$ cat config.mk
export PLATFORM = sky130hd
export DESIGN_NAME = return_address_stack
export DESIGN_NICKNAME = d
export VERILOG_FILES = /design/src/rtl/return_address_stack_pkg.sv /design/src/rtl/return_address_stack_storage.sv /design/src/rtl/return_address_stack.sv
export SDC_FILE = /design/constraint.sdc
export NUM_CORES = 1
export LEC_CHECK = 0
export CORE_UTILIZATION = 31
export CTS_CLUSTER_DIAMETER = 100
export DETAILED_ROUTE_END_ITERATION = 10
export GPL_ROUTABILITY_DRIVEN = 0
export GPL_TIMING_DRIVEN = 0
export PLACE_DENSITY = 0.53
export SYNTH_ARGS = -nofsm -noshare
export SYNTH_HDL_FRONTEND = slang
export SYNTH_SLANG_ARGS = --single-unit
$ cat constraint.sdc
create_clock -name clk -period 3.8 [get_ports clk]
set_clock_uncertainty 0.05 [all_clocks]
set_input_delay 0.76 -clock clk [delete_from_list [all_inputs] [get_ports clk]]
set_output_delay 0.76 -clock clk [all_outputs]
set_load 0.01 [all_outputs]
$ cat src/rtl/return_address_stack_pkg.sv
// Shared RISC-V link-register constants and the per-edge operation
// encoding used by the return-address stack.
package return_address_stack_pkg;

   localparam logic [31:0] RA_LINK_OFFSET = 32'd4;
   localparam logic [4:0]  REG_RA         = 5'd1;
   localparam logic [4:0]  REG_T0         = 5'd5;

   typedef enum logic [2:0] {
      RAS_IDLE,
      RAS_FLUSH,
      RAS_REPLACE,
      RAS_PUSH,
      RAS_POP
   } ras_op_e;

   // Priority: flush > call-that-returns > push > pop; a combined
   // push/pop on an empty stack degrades to a plain push.
   function automatic ras_op_e ras_decode(input logic push, input logic pop,
                                          input logic flush, input logic nonempty);
      ras_op_e op;
      op = RAS_IDLE;
      if (flush)                      op = RAS_FLUSH;
      else if (push && pop && nonempty) op = RAS_REPLACE;
      else if (push)                  op = RAS_PUSH;
      else if (pop)                   op = RAS_POP;
      return op;
   endfunction

endpackage

$ cat src/rtl/return_address_stack_storage.sv
// Depth x NBits entry array: one synchronous write port, one
// asynchronous read port, all entries cleared by reset.
module ras_storage #(
   parameter int unsigned NBits = 32,
   parameter int unsigned Depth = 8
) (
   input  logic                     clk,
   input  logic                     reset,
   input  logic                     we_i,
   input  logic [$clog2(Depth)-1:0] waddr_i,
   input  logic [NBits-1:0]         wdata_i,
   input  logic [$clog2(Depth)-1:0] raddr_i,
   output logic [NBits-1:0]         rdata_o
);

   logic [NBits-1:0] mem_q [Depth];

   always_ff @(posedge clk or negedge reset) begin
      if (!reset) begin
         for (int unsigned i = 0; i < Depth; i++) begin
            mem_q[i] <= '0;
         end
      end else if (we_i) begin
         mem_q[waddr_i] <= wdata_i;
      end
   end

   assign rdata_o = mem_q[raddr_i];

endmodule

$ cat src/rtl/return_address_stack.sv
// Return-address stack: stores call PC + 4 on retired calls and replays
// the most recent link value as the predicted return target.
module return_address_stack
   import return_address_stack_pkg::*;
#(
   parameter int unsigned NBits = 32,
   parameter int unsigned Depth = 8
) (
   input  logic                       clk,
   input  logic                       reset,
   input  logic                       push_i,
   input  logic [NBits-1:0]           call_pc_i,
   input  logic                       pop_i,
   input  logic                       flush_i,
   output logic [NBits-1:0]           top_o,
   output logic                       valid_o,
   output logic [$clog2(Depth):0]     count_o,
   output logic                       overflow_o,
   output logic                       underflow_o
);

   localparam int unsigned PtrW = $clog2(Depth);
   localparam int unsigned CntW = PtrW + 1;

   logic [PtrW-1:0]  tp_q, tp_d, tp_m1;
   logic [CntW-1:0]  count_q, count_d;
   logic             ovf_q, ovf_d, unf_q, unf_d;
   logic             we;
   logic [PtrW-1:0]  waddr;
   logic [NBits-1:0] wdata, rdata;
   logic             nonempty;
   ras_op_e          op;

   assign nonempty = (count_q != '0);
   assign tp_m1    = tp_q - PtrW'(1);
   assign wdata    = call_pc_i + NBits'(RA_LINK_OFFSET);
   assign op       = ras_decode(push_i, pop_i, flush_i, nonempty);

   always_comb begin
      tp_d    = tp_q;
      count_d = count_q;
      ovf_d   = 1'b0;
      unf_d   = 1'b0;
      we      = 1'b0;
      waddr   = tp_q;
      case (op)
         RAS_FLUSH: begin
            tp_d    = '0;
            count_d = '0;
         end
         RAS_REPLACE: begin
            we    = 1'b1;
            waddr = tp_m1;
         end
         RAS_PUSH: begin
            // A full stack keeps writing at tp; wrap-around drops the oldest.
            we   = 1'b1;
            tp_d = tp_q + PtrW'(1);
            if (count_q == CntW'(Depth)) ovf_d   = 1'b1;
            else                         count_d = count_q + CntW'(1);
         end
         RAS_POP: begin
            if (nonempty) begin
               tp_d    = tp_m1;
               count_d = count_q - CntW'(1);
            end else begin
               unf_d = 1'b1;
            end
         end
         default: ;
      endcase
   end

   always_ff @(posedge clk or negedge reset) begin
      if (!reset) begin
         tp_q    <= '0;
         count_q <= '0;
         ovf_q   <= 1'b0;
         unf_q   <= 1'b0;
      end else begin
         tp_q    <= tp_d;
         count_q <= count_d;
         ovf_q   <= ovf_d;
         unf_q   <= unf_d;
      end
   end

   ras_storage #(
      .NBits (NBits),
      .Depth (Depth)
   ) u_storage (
      .clk     (clk),
      .reset   (reset),
      .we_i    (we),
      .waddr_i (waddr),
      .wdata_i (wdata),
      .raddr_i (tp_m1),
      .rdata_o (rdata)
   );

   assign top_o       = nonempty ? rdata : '0;
   assign valid_o     = nonempty;
   assign count_o     = count_q;
   assign overflow_o  = ovf_q;
   assign underflow_o = unf_q;

endmodule

Word level (Yosys, flattened, before mapping)
Cells that the tools add are included.
- bits in registers: 265
- input bits: 37
- output and inout bits: 39
- word-level logic and storage cells: 59
- add/subtract/negate cells: 5
- magnitude comparators: 3
- eq/ne operators: 7
- muxes and demuxes: 22
- bitwise operators: 2
- reductions and logical operators: 8
- operators by type and width (kind ; count):
    $bwmux 256 ; 1
    $mux 32 ; 4
    $bmux 32 s3 ; 1
    $demux 32 s3 ; 1
    $add 32x3->32 const B ; 1
    $mux 3 ; 6
    $pmux 4 s3 ; 1
    $pmux 3 s3 ; 1
    $ge 4x4->1 const B ; 2
    $mux 4 ; 2
    $not 3->4 ; 2
    $eq 3x2->1 const B ; 2
    $mux 1 ; 5
    $add 4x1->4 const B ; 1
    $eq 4x4->1 const B ; 1
    $lt 4x1->1 const B ; 1
    $ne 2x2->1 const B ; 2
    $reduce_bool 4->1 ; 1
    $sub 4x1->4 const B ; 1
    $add 3x1->3 const B ; 1
    $eq 3x1->1 const B ; 1
    $eq 3x3->1 const B ; 1
    $logic_and 1x1->1 ; 3
    $reduce_and 3->1 ; 1
    4 further kinds ; 4

Depth between registers and ports, before layout
Gate-level depths: netlist (run 1).
- depth after elaboration: 12
- gate-level depth with buffers: 12
- gate-level depth less buffers: 6

Modules after synthesis
A second synthesis (run 1) with hierarchy kept.
- cell total of the unflattened synthesis: 849
- area total of the unflattened synthesis: 13088.8 um2
- modules (own cells, without submodules) (module ; times used ; cells an instance ; area an instance (um2) ; sequential area each (um2)):
    ras_storage ; 1 ; 665 ; 11639.9 ; 6406.1
    return_address_stack ; 1 ; 184 ; 1448.9 ; 225.2

Least setup slack after synthesis (run 1)
Ideal clock, no wire load.
- path type: register to output
- start point: reg tp_q[0]
- end point: out top_o[25]
- arrival time: 2.978 ns
- data required time: 2.990 ns
- setup slack: 0.012 ns
- stages on the path, launching flop included: 11
- path buffers: 5
- cells stage by stage: dfrtp_1 buf_1 buf_2 inv_1 ha_1 clkbuf_1 buf_1 clkbuf_1 mux4_2 nand2_1 a21oi_1
- longest elaborated chain between the ends: 6
- ends and longest elaborated chain (item ; RTL line ; RTL):
    from (decl) ; return_address_stack.sv:25 ; logic [PtrW-1:0] tp_q, tp_d, tp_m1;
    from (signal assigned) ; return_address_stack.sv:81 ; tp_q <= tp_d;
    $sub 3x1->3 ; return_address_stack.sv:35 ; assign tp_m1 = tp_q - PtrW'(1);
    $not 3->4 (implied by the code) ; return_address_stack_storage.sv:28 ; assign rdata_o = mem_q[raddr_i];
    $bmux 32 s3 ; return_address_stack_storage.sv:28 ;
    $mux 32 (implied by the code) (2 in a row) ; return_address_stack_storage.sv:28 ;
    $mux 32 ; return_address_stack.sv:101 ; assign top_o = nonempty ? rdata : '0;
    to (decl) ; return_address_stack.sv:15 ; output logic [NBits-1:0] top_o,
No other way between the ends. The select of a mux whose other input is x is not followed.

Final worst setup path (run 1)
- start point: reg tp_q[0]
- end point: out top_o[30]
Same word-level chain as after synthesis.

==> impl_summary.log, run 1 <==
INFO  metric floorplan.initialDensity = 0.3161
INFO  metric place_area = 15220 µm²
INFO  metric timing.final.setup_violations = 0
INFO  metric cts_inserted_buffers = 31
INFO  metric synth_cell_types = 54
INFO  metric firstDrtPassIters = 5
INFO  metric synth.avg_cell_area = between 10 and 15 µm²
INFO  metric routed_wirelength = 42700 µm
INFO  metric grt.overflow.total = 0
INFO  metric wire_length_of_the_first_global_routing_pass = 64920 µm
INFO  metric holdBufCountCts = 0
INFO  metric critPathBufInv = 7
INFO  metric worst_ep_required_time = 2.99 ns
INFO  metric worst_hold_path_type = primary input to async pin
INFO  metric critical_path_peak_fanout = 10
INFO  metric detailed_place_hpwl = 28450 µm
INFO  metric syn_nets = 1144
INFO  metric min_period_over_period = 0.9860
INFO  metric cts_htree_levels = 1
INFO  metric simple_logic_cell_fraction_of_the_synthesized_area = 0.1227
INFO  metric ys_seq_elements = 265
INFO  metric crit_path_cell_trace = buf_12 > buf_12 > inv_1 > ha_4 > buf_8 > buf_12 > clkbuf_16 > mux4_2 > nand2_1 > a21oi_2 > clkdlybuf4s15_2
INFO  metric post-route-drc-count = 0
INFO  metric fill_count = 4155
INFO  metric share_clk_of_total_power = 0.206
INFO  metric critical_path.endpoint_type = primary output
INFO  metric grt_usage = 0.1930
INFO  metric ys_top_cells_by_area = sky130_fd_sc_hd__dfrtp_1 (48%), sky130_fd_sc_hd__mux4_2 (11%), sky130_fd_sc_hd__mux2_4 (6.0%), sky130_fd_sc_hd__a31oi_1 (5.5%), sky130_fd_sc_hd__nor3_1 (4.8%)
INFO  metric clk_transition_reported_paths = ~0.06 ns
INFO  metric critical_path.slowest_cell = sky130_fd_sc_hd__dfrtp_2
INFO  metric synthesis.area = 13680 µm²
INFO  metric max_freq = between 200 and 300 MHz
INFO  metric core = about 43000 µm²
INFO  metric synth_common_cells = sky130_fd_sc_hd__dfrtp_1 (265), sky130_fd_sc_hd__nor3_1 (131), sky130_fd_sc_hd__a31oi_1 (120), sky130_fd_sc_hd__nand2_1 (74), sky130_fd_sc_hd__mux4_2 (64)
INFO  metric num_vias = ~10000
INFO  metric placement_rows = 76
INFO  metric sequentialPowerShare = 0.335
INFO  metric share_of_final_layout_standard_cells_stronger_than_drive_strength_1 = 0.2710
INFO  metric postRouteAntennaNets = 0
INFO  metric grt_start_max_net_pins = 114
INFO  metric instances_no_fill = roughly 1800
INFO  metric run_status = finished, final reports clean
INFO  metric worst_skew_pair.late_latency = between 0.5 and 0.6 ns
INFO  metric avgRoutedWirePerCell = approximately 23 µm
INFO  metric power_density = between 800 and 900 nW/µm²
INFO  metric worstPathArrival = 2.94 ns
INFO  metric final_hold_viol_count = 0
INFO  metric antenna_violations_before_repair = 4
INFO  metric cp_slowest_stage_delay = 0.46 ns
INFO  metric final_core_util = 0.3834
INFO  metric p_switching = 5.113 mW
INFO  metric pin_count = 76
INFO  metric comb_power_share = 0.459
INFO  metric report.final.slew_viol_count = 0
INFO  metric yosys.area_share.xor_xnor = 0.01153
INFO  metric r2r_setup_slack = between 0.2 and 0.25 ns
INFO  metric synth.area.mux_share = 0.2300
INFO  metric power_switching_share = 0.3487
INFO  metric p_leak = about 6.6 nW
INFO  metric synth_cells = 1101
INFO  metric cell_with_the_most_instances_after_synthesis = sky130_fd_sc_hd__dfrtp_1
INFO  metric grt_pass1_vias = between 10000 and 15000
INFO  metric reg2reg_from = tp_q[0]
INFO  metric nets = 1261
INFO  metric p_int = 9.550 mW
INFO  metric maximum_capacitance_violations = 0
INFO  metric grt_setup_unrepaired = true
INFO  metric port_buffers = 74
INFO  metric ctsLongestPathBuffers = 3
INFO  metric path_class = register to primary output
INFO  metric design.die.area = 44970 µm²
INFO  metric critical-path-top-delay-family = buffers and inverters
INFO  metric critical_path.reg2reg.endpoint = u_storage.mem_q[15]
INFO  metric worstSetupStartpointType = register
INFO  metric synth_flop_cell = sky130_fd_sc_hd__dfrtp_1
INFO  metric dpl.cell_count = 1763
INFO  metric synth-seq-area-share = 0.4848
INFO  metric routed_via_density = between 5 and 6
INFO  metric post-route-min-period = 3.747 ns
INFO  metric tightestPinTransition = 1.188 ns
INFO  metric yosys.area_share.adder = 0.006037
INFO  metric synth_top_area_frac = 0.4848
INFO  metric power.total = between 10 and 15 mW
INFO  metric drt_iter0_markers = about 750
INFO  metric clock_sinks = 265
INFO  metric dominant_combinational_cell_family_by_area_after_synthesis = multiplexers
INFO  metric asyncSetResetFlopFracSynth = 1.000
INFO  metric tritoncts_clock_tree = done
INFO  metric yosysWarnings = 0
INFO  metric cts_root_buffer = sky130_fd_sc_hd__clkbuf_16
INFO  metric worst_ir_drop_vdd = just over 0.4 mV
INFO  metric timing.max_slew.rel_slack = 0.2012
INFO  metric area.growth.synth_to_final = 21.28%
INFO  metric crit_path_frequent_cell = sky130_fd_sc_hd__buf_12
INFO  metric fin_area = 16590 µm²
INFO  metric reg2reg_depth = 11
INFO  metric fin_setup_tns = 0 ns
INFO  metric netlist.top_cell.by_area = sky130_fd_sc_hd__dfrtp_1
INFO  metric synth-compound-area-share = 0.09532
INFO  metric fp.dieW = 212.1 µm
INFO  metric synth_edf_count = 0
INFO  metric fp.dieH = 212.1 µm
[metal layers]
layer	routed length, µm	vias up	global-route usage	share of wire
li1	-	4441	-	-
met1	18860	5167	0.2672	0.44
met2	20230	308	0.3085	0.47
met3	2310	79	0.02866	0.054
met4	1277	4	0.06522	0.030
met5	23	-	0	0.00054
[worst reg2reg max path, stage by stage (launching register included)]
cell and delay (ns):
sky130_fd_sc_hd__dfrtp_2 0.46, sky130_fd_sc_hd__buf_12 0.15, sky130_fd_sc_hd__buf_12 0.14, sky130_fd_sc_hd__inv_1 0.15, sky130_fd_sc_hd__ha_4 0.24, sky130_fd_sc_hd__buf_8 0.14, sky130_fd_sc_hd__or3b_2 0.50, sky130_fd_sc_hd__a211oi_2 0.74
sky130_fd_sc_hd__or2_1 0.20, sky130_fd_sc_hd__buf_4 0.16, sky130_fd_sc_hd__buf_6 0.20, sky130_fd_sc_hd__mux2_1 0.34
[how the worst max path moves through the flow]
| stage | depth (start not counted) | startpoint | slack, ns | to |
|---|---|---|---|---|
| after detailed placement | 11 | tp_q[0] | -2.21 | top_o[2] |
| after floorplan | 10 | tp_q[0] | 0.01 | top_o[25] |
| after CTS | 11 | tp_q[0] | -0.004 | top_o[29] |
| final | 11 | tp_q[0] | 0.05 | top_o[30] |
| after global placement | 1 | reset | -9.98 | u_storage.mem_q[177] |
| after global routing | 11 | tp_q[0] | -0.06 | top_o[0] |
[cell usage in the layout (no fill, tap or decap), drive strengths merged, types with 8 or more instances in the layout]
| cell | Yosys | routed |
|---|---|---|
| o21ai | 11 | 11 |
| buf | 61 | 80 |
| mux4 | 64 | 64 |
| inv | 13 | 14 |
| nand4 | 17 | 17 |
| nor4 | 12 | 12 |
| clkbuf | 38 | 92 |
| a31oi | 120 | 120 |
| mux2 | 133 | 133 |
| or2 | 9 | 9 |
| nand3 | 12 | 12 |
| a211oi | 8 | 8 |
| clkdlybuf4s50 | 0 | 41 |
| xnor2 | 11 | 11 |
| nor2 | 9 | 9 |
| dfrtp | 265 | 265 |
| a21oi | 44 | 44 |
| clkdlybuf4s15 | 0 | 13 |
| nand2 | 74 | 74 |
| nor3 | 131 | 131 |
[sequential cells by signal, indices dropped and copies added, names as in the netlist]
register / count
underflow_o: 1
overflow_o: 1
count_o: 4
u_storage.mem_q: 256
tp_q: 3
[metrics by stage]
stage | hold WS [ns] | setup WS, ns
final | 0.09584 | 0.05306
after global routing | 0.1463 | -0.05501
after CTS | 0.1173 | -0.003979
after detailed placement | 0.4186 | -2.208
after global placement | 0.4116 | -9.978
after floorplan | 0.4024 | 0.01152
[power groups by stage]
stage | combinational (mW) | sequential (mW) | clock [mW]
final | 6.73 | 4.91 | 3.03
after global routing | 7.22 | 5.07 | 3.18
after CTS | 6.75 | 4.89 | 3.09
after detailed placement | 6.20 | 4.93 | 0
after global placement | 6.13 | 4.90 | 0
after floorplan | 4.27 | 4.69 | 0
[area by class of cell]
cell class	instances	area, µm²	share of cell area
tap	585	732.0	0.04412
clock inverter	7	117.6	0.007090
multi-input combinational	724	6480	0.3906
buffer	98	854.6	0.05152
inverter	13	52.55	0.003168
sequential	265	6634	0.3999
clock buffer	44	894.6	0.05393
antenna	2	5.005	0.0003017
timing repair buffer	85	818.3	0.04933
[timing repair]
action                                 in CTS  in global routing
resized for setup                         152                 26
cloned                                      1                  0
setup endpoints to repair                 289                 32
endpoints found under the hold margin       0                  0
pin swaps                                   3                  1
buffers inserted                            6                  1
[kinds of logic (layout without fill, tap and decap cells)]
| logic type | Yosys count | count (layout) |
|---|---|---|
| compound gates | 200 | 200 |
| other cells | 0 | 2 |
| flops | 265 | 265 |
| fa+ha+maj | 6 | 6 |
| simple gates | 303 | 303 |
| mux | 197 | 197 |
| xor+xnor | 18 | 18 |
| buf+inv | 112 | 247 |
Power figures use the tool's default switching activity.
==> run 2, diff against run 1 <==
Settings changed: ABC_CLOCK_PERIOD_IN_PS from default to 3800.
==> results of run 2 <==
No change in the layout: final DEF, timing and power equal those of run 1.
==> run 3, diff against run 2 <==
Settings changed: CELL_PAD_IN_SITES_DETAIL_PLACEMENT from default to 0, CELL_PAD_IN_SITES_GLOBAL_PLACEMENT from default to 1, CORE_ASPECT_RATIO from default to 1.5, PLACE_DENSITY 0.53 to 0.61.
==> run 3 against run 2 <==
Sequential power about the same. Total power up 0.27%. Count of clock-buffer cells in the layout decreased by 7. First-iteration DRC count shrank 12%. Combinational power fell by 1%. Clock power up 3%. Largest cell class unchanged.
==> impl_summary.log, run 3 (synthesis results as in run 1) <==
INFO  metric cts_htree_levels = 1
INFO  metric grt_start_max_net_pins = 122
INFO  metric fill_count = 4276
INFO  metric dpl.cell_count = 1748
INFO  metric critical_path.reg2reg.endpoint = u_storage.mem_q[17]
INFO  metric routed_via_density = roughly 5.5
INFO  metric most_frequent_cells_in_the_layout = sky130_fd_sc_hd__dfrtp_1 (263), sky130_fd_sc_hd__nor3_1 (131), sky130_fd_sc_hd__a31oi_1 (120)
INFO  metric fp.dieH = roughly 260 µm
INFO  metric holdCritStartpoint = u_storage.mem_q[72]
INFO  metric largest_register_ffs = approximately 260
INFO  metric port_buffers = 74
INFO  metric fin_setup_tns = 0 ns
INFO  metric min_period_over_period = 0.9876
INFO  metric cp_slowest_stage_delay = 0.47 ns
INFO  metric instances_no_fill = 1812
INFO  metric wire_length_of_the_first_global_routing_pass = 69190 µm
INFO  metric grt_usage = 0.2061
INFO  metric reg2reg_depth = 11
INFO  metric critical_path_peak_fanout = 10
INFO  metric tritoncts_clock_tree = done
INFO  metric worst_hold_path_type = register to register
INFO  metric post-route-drc-count = 0
INFO  metric tightestPinTransition = 1.433 ns
INFO  metric firstDrtPassIters = 5
INFO  metric timing.hold.worst_path_depth = 1
INFO  metric worst_skew_pair.late_latency = 0.57 ns
INFO  metric p_leak = 6.705 nW
INFO  metric whs = between 0.4 and 0.5 ns
INFO  metric floorplan.initialDensity = 0.3160
INFO  metric design.die.area = ~45000 µm²
INFO  metric post-route-min-period = 3.753 ns
INFO  metric run_status = finished, final reports clean
INFO  metric share_of_final_layout_standard_cells_stronger_than_drive_strength_1 = 0.2738
INFO  metric grt_setup_unrepaired = false
INFO  metric routed_wirelength = 45490 µm
INFO  metric timing.final.setup_violations = 0
INFO  metric critical_path.endpoint_type = primary output
INFO  metric timing.critical_path.from = tp_q[0]
INFO  metric detailed_place_hpwl = roughly 31000 µm
INFO  metric placement_rows = 93
INFO  metric worstPathArrival = 2.94 ns
INFO  metric cts_root_buffer = sky130_fd_sc_hd__clkbuf_16
INFO  metric avgRoutedWirePerCell = 25.11 µm
INFO  metric most_frequent_standard_cell_in_the_layout_excluding_fill_and_tap_cells = sky130_fd_sc_hd__dfrtp_1
INFO  metric maximum_capacitance_violations = 0
INFO  metric report.final.slew_viol_count = 0
INFO  metric crit_path_cell_trace = buf_12 > buf_12 > inv_2 > ha_1 > buf_6 > xor2_4 > buf_4 > clkbuf_8 > nand2_1 > a21oi_2 > dlygate4sd2_1
INFO  metric fin_area = between 15000 and 20000 µm²
INFO  metric drt_iter0_markers = 657
INFO  metric grt.overflow.total = 0
INFO  metric reg2reg_from = tp_q[0]
INFO  metric cts_inserted_buffers = 29
INFO  metric final_core_util = 0.3838
INFO  metric antenna_violations_before_repair = 0
INFO  metric num_vias = 10020
INFO  metric worst_ir_drop_vdd = 0.3975 mV
INFO  metric area.growth.synth_to_final = 21.45%
INFO  metric fp.dieW = between 150 and 200 µm
INFO  metric timing.max_slew.rel_slack = 0.03623
INFO  metric core = 43290 µm²
INFO  metric worst_ep_required_time = 2.99 ns
INFO  metric place_area = 15210 µm²
INFO  metric path_class = register to primary output
INFO  metric clock_sinks = 265
INFO  metric grt_pass1_vias = 10780
INFO  metric worstHoldEndpoint = u_storage.mem_q[72]
INFO  metric ctsLongestPathBuffers = 3
INFO  metric critical_path.slowest_cell = sky130_fd_sc_hd__dfrtp_2
INFO  metric r2r_setup_slack = 0.15 ns
INFO  metric max_freq = between 200 and 300 MHz
INFO  metric crit_path_frequent_cell = sky130_fd_sc_hd__buf_12
INFO  metric pin_count = 76
INFO  metric worstSetupStartpointType = register
INFO  metric nets = 1263
INFO  metric antenna-diode-count = 0
INFO  metric postRouteAntennaNets = 0
INFO  metric clk_transition_reported_paths = 0.06 ns
INFO  metric final_hold_viol_count = 0
INFO  metric max_flop_register = u_storage.mem_q
INFO  metric power_density = 885.1 nW/µm²
-- run 3: cell count changes in the layout (fill, tap and decap cells not counted), sizes merged --
cell / change
clkdlybuf4s15: -6
dlygate4sd3: +1
dlygate4sd2: +17
bufinv: +2
clkinv: +5
clkinvlp: +3
clkbuf: -16
inv: -1
diode: -2
buf: +1
-- run 3: worst max-delay path by stage --
| stage | endpoint | slack, ns | cells past startpoint |
|---|---|---|---|
| after floorplan | top_o[25] | 0.01 | 10 |
| after global placement | u_storage.mem_q[17] | -9.89 | 1 |
| after detailed placement | top_o[30] | -2.35 | 11 |
| after CTS | top_o[4] | 0.02 | 11 |
| after global routing | top_o[26] | 0.006 | 11 |
| final | top_o[4] | 0.05 | 11 |
-- run 3: cell type report --
type	instances	area, µm²	share of cell area
Buffer	98	814.5	0.04903
Multi-Input combinational cell	724	6504	0.3915
Clock buffer	37	815.8	0.04911
Inverter	13	52.55	0.003163
Clock inverter	16	231.5	0.01393
Tap cell	570	713.2	0.04293
Timing Repair Buffer	89	847.1	0.05099
Sequential cell	265	6634	0.3993
-- run 3: what timing repair did --
| item | 4_1_cts | 5_1_grt |
|---|---|---|
| endpoints found under the setup margin | 289 | 8 |
| buffers inserted | 9 | 2 |
| hold endpoints to repair | 29 | 0 |
| pin swaps | 1 | 0 |
| gates resized for setup | 139 | 9 |
| hold buffers | 1 | 0 |
-- run 3: per-layer routing --
metal	global-route usage	share of wire
met1	0.2329	0.38
met2	0.3843	0.53
met3	0.01977	0.033
met4	0.1037	0.051
met5	0	0
-- run 3: power breakdown --
group / switching, mW / internal, mW
sequential: 0.751 / 4.18
clock: 1.26 / 1.86
combinational: 3.21 / 3.44
total: 5.22 / 9.48
-- run 3: worst max-delay path: cells and delay by family, from the launching register on --
kind	cells	cell delay [ns]
and+or+nand+nor	1	0.08
AOI/OAI and AO/OA	1	0.22
xor gates and xnor gates	1	0.22
DFF	1	0.47
adders and majority gates	1	0.20
buffers and inverters	7	1.18
-- run 3: through the flow --
step | worst slack [ns] | total power, mW
2_1_floorplan | 0.01152 | 8.966
3_3_place_gp | -9.886 | 11.10
3_5_place_dp | -2.352 | 11.24
4_1_cts | 0.01600 | 14.78
5_1_grt | 0.006232 | 15.53
6_report | 0.04720 | 14.70
